[config.mk]
export PLATFORM = sky130hd
export DESIGN_NAME = melody_player
export DESIGN_NICKNAME = d
export VERILOG_FILES = /design/src/rtl/melody_player.sv
export SDC_FILE = /design/constraint.sdc
export NUM_CORES = 2
export LEC_CHECK = 0
export BUFFER_PORTS_ARGS = -buffer_cell sky130_fd_sc_hd__buf_2
export CORE_ASPECT_RATIO = 0.75
export CORE_MARGIN = 1.5
export CORE_UTILIZATION = 53
export CTS_CLUSTER_SIZE = 14
export DETAILED_ROUTE_END_ITERATION = 7
export MAX_ROUTING_LAYER = met4
export PLACE_DENSITY = 0.79
export SLEW_MARGIN = 20
export SYNTH_ARGS = -nofsm -noshare
export SYNTH_HDL_FRONTEND = slang
export SYNTH_SLANG_ARGS = --single-unit
[constraint.sdc]
create_clock -name clk -period 4.45 [get_ports clk]
set_input_delay 0.6675 -clock clk [delete_from_list [all_inputs] [get_ports clk]]
set_output_delay 0.6675 -clock clk [all_outputs]
set_load 0.1 [all_outputs]
[src/rtl/melody_player.sv]
// melody_player: plays a writable table of {half-period, duration} notes as a square wave,
// with octave shift, rests, an inter-note gap and one-shot or loop sequencing.
module melody_player #(
    parameter int DIV_W      = 20,
    parameter int DUR_W      = 32,
    parameter int ADDR_W     = 5,
    parameter int GAP_CYCLES = 2_500_000
) (
    input  logic              clk,
    input  logic              rst_n,
    input  logic              play,
    input  logic              mode_loop,
    input  logic [1:0]        octave,
    input  logic [ADDR_W:0]   seq_len,
    input  logic              wr_en,
    input  logic [ADDR_W-1:0] wr_addr,
    input  logic [DIV_W-1:0]  wr_half,
    input  logic [DUR_W-1:0]  wr_dur,
    output logic              melody,
    output logic              busy,
    output logic [ADDR_W-1:0] note_idx,
    output logic              done
);
    localparam int HW = DIV_W + 3;
    localparam int LW = ADDR_W + 1;
    localparam logic [LW-1:0] DEPTH = LW'(2 ** ADDR_W);

    typedef enum logic [2:0] {IDLE, LOAD, TONE, GAP, NEXT} state_t;
    state_t state, state_d;

    logic                     play_q, start_q, rest, last, expire, gap_end, hit;
    logic [HW-1:0]            half_eff, half_cnt;
    logic [DUR_W-1:0]         dur_eff, dur_cnt;
    logic [31:0]              gap_cnt;
    logic [LW-1:0]            len_c, len_q;
    logic [ADDR_W-1:0]        idx, idx_d;
    logic [DIV_W+DUR_W-1:0]   mem [2**ADDR_W];
    logic [DIV_W+DUR_W-1:0]   rd_q;
    logic [DIV_W-1:0]         rd_half;
    logic [DUR_W-1:0]         rd_dur;

    assign {rd_half, rd_dur} = rd_q;
    assign len_c   = seq_len > DEPTH ? DEPTH : seq_len;
    assign last    = {1'b0, idx} == len_q - LW'(1);
    assign expire  = dur_cnt == dur_eff - DUR_W'(1);
    assign gap_end = gap_cnt == 32'(GAP_CYCLES - 1);
    assign hit     = !rest && half_cnt == half_eff - HW'(1);

    // Read address tracks the index of the next cycle so LOAD sees its note already registered.
    always_comb begin
        idx_d = (!play || state == IDLE) ? '0 :
                (state == NEXT) ? (last ? '0 : idx + ADDR_W'(1)) : idx;
    end

    always_ff @(posedge clk) begin
        if (wr_en) mem[wr_addr] <= {wr_half, wr_dur};
        rd_q <= (wr_en && wr_addr == idx_d) ? {wr_half, wr_dur} : mem[idx_d];
    end

    always_ff @(posedge clk or negedge rst_n) begin
        if (!rst_n) state <= IDLE;
        else        state <= state_d;
    end

    always_comb begin
        state_d = state;
        if (state != IDLE && !play) state_d = IDLE;
        else
            case (state)
                IDLE:    state_d = (start_q && play && len_c != '0) ? LOAD : IDLE;
                LOAD:    state_d = TONE;
                TONE:    state_d = !expire ? TONE : (GAP_CYCLES == 0 ? NEXT : GAP);
                GAP:     state_d = gap_end ? NEXT : GAP;
                NEXT:    state_d = (!last || (mode_loop && len_c != '0)) ? LOAD : IDLE;
                default: state_d = IDLE;
            endcase
    end

    always_comb begin
        busy     = state != IDLE;
        note_idx = idx;
    end

    always_ff @(posedge clk or negedge rst_n) begin
        if (!rst_n) begin
            play_q   <= 1'b0;
            start_q  <= 1'b0;
            idx      <= '0;
            len_q    <= '0;
            half_eff <= '0;
            dur_eff  <= '0;
            rest     <= 1'b0;
            half_cnt <= '0;
            dur_cnt  <= '0;
            gap_cnt  <= '0;
            melody   <= 1'b0;
            done     <= 1'b0;
        end else begin
            play_q  <= play;
            start_q <= play & ~play_q;
            idx     <= idx_d;
            if (state == IDLE || (state == NEXT && last)) len_q <= len_c;
            if (state == LOAD) begin
                half_eff <= {3'b000, rd_half} << octave;
                dur_eff  <= rd_dur == '0 ? DUR_W'(1) : rd_dur;
                rest     <= rd_half == '0;
            end
            half_cnt <= (state != TONE || hit) ? '0 : half_cnt + HW'(1);
            dur_cnt  <= state == TONE ? dur_cnt + DUR_W'(1) : '0;
            gap_cnt  <= state == GAP ? gap_cnt + 32'd1 : '0;
            // Expiry beats a coincident toggle because leaving TONE forces the output low.
            melody   <= state_d != TONE ? 1'b0 : (state == TONE && hit) ? ~melody : melody;
            done     <= state == NEXT && play && last && !mode_loop;
        end
    end
endmodule

# --- Word-level counts from Yosys, hierarchy flattened ---
# Memory sizes are Yosys's and may differ from the RTL's. A register that Yosys moved wholly into a read port is not among the register bits.
# Cells that the tools add are included.
classes:
  add_sub_neg: 7
  magnitude_cmp: 1
  eq_ne: 10
  n_shift: 1
  muxes: 18
  n_bitwise: 3
  reduce_logical: 24
op_table:
  columns: ["op", "count"]
  rows:
  - ["$mux W32", 3]
  - ["$add A32 B1 Y32 const B", 2]
  - ["$eq A32 B22 Y1 const B", 1]
  - ["$eq A32 B32 Y1", 1]
  - ["$logic_not A32 Y1", 1]
  - ["$sub A32 B1 Y32 const B", 1]
  - ["$add A23 B1 Y23 const B", 1]
  - ["$eq A23 B23 Y1", 1]
  - ["$mux W23", 1]
  - ["$shl A20 B2 Y23", 1]
  - ["$sub A23 B1 Y23 const B", 1]
  - ["$logic_not A20 Y1", 1]
  - ["$mux W5", 3]
  - ["$pmux W3 S5", 1]
  - ["$logic_and A1 B1 Y1", 10]
  - ["$mux W1", 7]
  - ["$eq A3 B2 Y1 const B", 2]
  - ["$eq A5 B6 Y1", 1]
  - ["$gt A6 B6 Y1 const B", 1]
  - ["$mux W3", 2]
  - ["$mux W6", 1]
  - ["$ne A3 B2 Y1 const B", 2]
  - ["$reduce_bool A6 Y1", 1]
  - ["$sub A6 B1 Y6 const B", 1]
  - ["10 further kinds", 17]
word_totals:
  regBits: 161
  ram_bits: 1664
  input_bits: 70
  output_inout_bits: 8
  elab_cells: 78
  n_memories: 1
mem_list:
  columns: ["name", "depth", "width", "read_ports", "rd_ports_with_merged_regs", "write_ports", "line", "rtl"]
  rows:
  - ["mem", 32, 52, 1, 1, 1, "37", "logic [DIV_W+DUR_W-1:0] mem [2**ADDR_W];"]

# --- Longest topological paths before layout ---
depth:
  ltp_word: 10
  mapped_depth: 14
  depth_no_buf: 10

# --- Worst setup path after synthesis ---
# Ideal clock, no wire load.
synth_path:
  kind: "in2reg"
  start: "input port wr_addr[1]"
  end: "memory mem[12][0] (netlist name) (enable)"
  setup_ns: 0.462
  t_arrival_ns: 3.507
  required_ns: 3.988
  path_slack_ns: 0.481
  stages: 3
  n_path_buf: 1
  path_cell_list: "or3b_2 > clkbuf_1 > nor2_1"
synth_lines:
  columns: ["item", "line", "rtl"]
  rows:
  - ["start: declaration", "16", "input logic [ADDR_W-1:0] wr_addr,"]
  - ["end: declaration", "37", null]
# No word-level cell before the write port.

==> out/results.ini <==
[synth]
synth.area.top_cells = edfxtp_1 (68%), mux4_2 (12%), dfrtp_1 (5.5%), mux2i_1 (2.1%), nand2_1 (1.0%)
synth_edf_count = 1664
ys_seq_elements = 1830
synth_top_cell_by_area = edfxtp_1
syn-cell-area_um2 = 73000
synth.avg_cell_area_um2 = 18.9
synth_top_area_share_pct = 68.5
syn-instance-count = 3855
yosys_warnings = 0
ys_async_sr_fraction_pct = 8.80
synth_flop_cell = edfxtp_1
syn_nets = 3932
ys_types = 70
yosysSeqAreaShare_pct = 74.1

[global_routing]
grt.total_usage_pct = 27.4
antenna_found_initial = 15
grt_pass1_wl_um = 268000
grt_pass1_vias = 39100
grt.overflow.total = 0
grt_max_degree = 98

[clock_network]
cts_tree = yes
clock_latency_ns = 0.83
cts-root-buf = clkbuf_16
numCtsBuffers = 163
h-tree-depth = 4
clock_path_buffers = 3
numClockSinks = 1830
clk_pin_slew_ns = 0.06

[drt]
postRouteAntennaNets = 0
finalWirelength_um = 185000
dr.pass1.iters = 6
vias = 39500
post_drt_wl_per_cell_um = 31.2
via_per_inst = 6.64
drc = 0
drt-initial-drc-count = 5841

[critical_path]
path_max_fanout = 37
critPathRequiredTime_ns = 5.18
path_cells = buf_12 > buf_4 > mux2i_1 > a221oi_1 > o21ai_0 > a32oi_1 > nor4_1 > nand4_1 > or4_1 > a22oi_1
cp_data_arrival_time_ns = 4.73
slowest_delay_ns = 0.71
cp_slowest_cell = dfxtp_4
critPathKind = flop to flop
endpoint_kind = flop
start_kind = flop

[power_and_ir_drop]
p_per_area_nw_per_um2 = 418
ir_drop_v = 0.000338
p_leak_nw = 25.7

[layout]
fillers = 9285
final_core_utilization_pct = 60.1
final_nets = 4110
multiInputGateArea_um2 = 18200
syn_to_final_growth_pct = 12.1
drive_above_1_share_pct = 22.0
regArea_um2 = 54100
final_cells = 5948

[timing]
fin_crit_sh_pct = 89.8
setup_viol = 0
slew_viol_final = 0
fin_crit_ns = 4.00
finClkSkew_ns = 0.0574
rsz0062_at_grt = no
clock.fmax_mhz = 250
slew_headroom_pct = 31.5
tightest_slew_ns = 1.03
tns_ns = 0
hold_viol = 0

[place]
dp.cells = 5652
dp_hpwl_um = 98200
gp_congestion = 0.863
port_buffers = 77

[floorplan]
die_w_um = 431
placementRows = 117
core_um2 = 136000
die_h_um = 324
floorplan.initialDensity_pct = 53.6
die_area_um2 = 140000
ioPinCount = 78

[hold_path]
min_path_type = primary input to flop

[flow_run]
maxCapViolations = 0

[outcome]
status = completed

## synth_stat cells (all sizes together), types with 32 or more instances
cell type	n
edfxtp	1664
mux4	392
nand2	203
dfrtp	161
mux2i	154
nor2	150
clkbuf	134
o21ai	109
a21oi	101
xnor2	74
buf	70
xor2	66
a221oi	49
nand3	45
and3	37
a22oi	35
mux2	35
or3	32
## placed cells by master, fill, tap and decap left out, types with 31 or more instances in the layout
| cell | synthesis | layout |
|---|---|---|
| nand4_1 | 31 | 31 |
| mux4_2 | 392 | 392 |
| mux2i_1 | 154 | 154 |
| xor2_1 | 66 | 66 |
| dfrtp_1 | 161 | 161 |
| nor2_4 | 0 | 33 |
| buf_2 | 16 | 76 |
| o21ai_0 | 108 | 108 |
| edfxtp_1 | 1664 | 1664 |
| nand2_1 | 203 | 203 |
| buf_12 | 0 | 45 |
| nand3_1 | 45 | 44 |
| a21oi_1 | 101 | 101 |
| xnor2_1 | 74 | 74 |
| mux2_2 | 35 | 35 |
| or3_1 | 32 | 31 |
| a22oi_1 | 35 | 35 |
| clkbuf_1 | 134 | 49 |
| and3_1 | 37 | 37 |
| a221oi_1 | 49 | 49 |
| nor2_1 | 150 | 116 |
| clkbuf_16 | 0 | 168 |
| buf_4 | 1 | 94 |
## per-stage QoR
stage	hold slack [ns]	power, mW	setup slack (ns)	area [um^2]
2_1_floorplan	0.372	20.4	0.481	73000
3_3_place_gp	0.382	20.9	0.851	76700
3_5_place_dp	0.404	20.9	0.759	76700
4_1_cts	0.0806	34.3	0.545	81700
5_1_grt	0.135	35.1	0.264	81800
6_report	0.116	34.2	0.454	81800
## kinds of logic after synthesis
group / after synthesis / share of synthesized area [%]
AO/OA/AOI/OAI: 392 / 3.45
buffers and inverters: 233 / 1.25
flip-flops: 1830 / 74.1
multiplexers: 581 / 14.8
adder cells (fa/ha/maj): 7 / 0.120
XOR/XNOR: 140 / 1.68
AND/OR/NAND/NOR: 672 / 4.61
## state kept, by name, indices dropped and copies added, names as in the netlist, named ones only
name      cells
len_q         6
half_cnt     23
dur_eff      32
state         3
half_eff     23
dur_cnt      32
melody        1
play_q        1
done          1
start_q       1
mem        1664
note_idx      5
rest          1
gap_cnt      32
## worst max-delay path, delay by kind of cell, from the launching register on
family	cells	cell delay [ns]
buf+inv	2	0.61
compound gates	4	0.75
mux	1	0.25
flops	1	0.71
simple gates	3	1.50
## repair_timing
item,in CTS,in global routing
hold endpoints to repair,70,0
hold buffers,1,0
gates resized for setup,0,0
endpoints found under the setup margin,0,0
buffers inserted,0,0
## report_power, final
part           internal (mW)  switching, mW
sequential              19.1          0.260
clock                   7.35           6.19
combinational          0.440          0.843
total                   26.9           7.29
## worst paths after layout
kind,to,cells after the start,startpoint,slack [ns]
worst max register to register,dur_eff[0]$_DFFE_PN0P_,10,flop,0.45
worst min register to register,start_q$_DFF_PN0_,1,play_q$_DFF_PN0_,0.36
max in group asynchronous,dur_eff[14]$_DFFE_PN0P_,3,rst_n,3.02
min in group asynchronous,gap_cnt[7]$_DFF_PN0_,2,rst_n,0.46
worst min-delay path,len_q[4]$_DFFE_PN0P_,3,seq_len[4],0.12
worst max-delay path,dur_eff[0]$_DFFE_PN0P_,10,flop,0.45
## final cells by class
| type | instances | share of cell area [%] |
|---|---|---|
| sequential | 1830 | 66.2 |
| multi-input combinational | 1792 | 22.3 |
| clock buffer | 220 | 5.42 |
| tap | 1785 | 2.73 |
| timing repair buffer | 217 | 2.46 |
| clock inverter | 62 | 0.739 |
| inverter | 29 | 0.142 |
| antenna | 13 | 0.0398 |
## routing by layer
metal  vias up  routed length [um]  track usage, %
li1      16000                   -               -
met1     20200               69600            38.0
met2      2785               85300            40.0
met3       454               24600            7.25
met4         0                5950            8.76
met5         -                   0               -
Power figures use the tool's default switching activity.
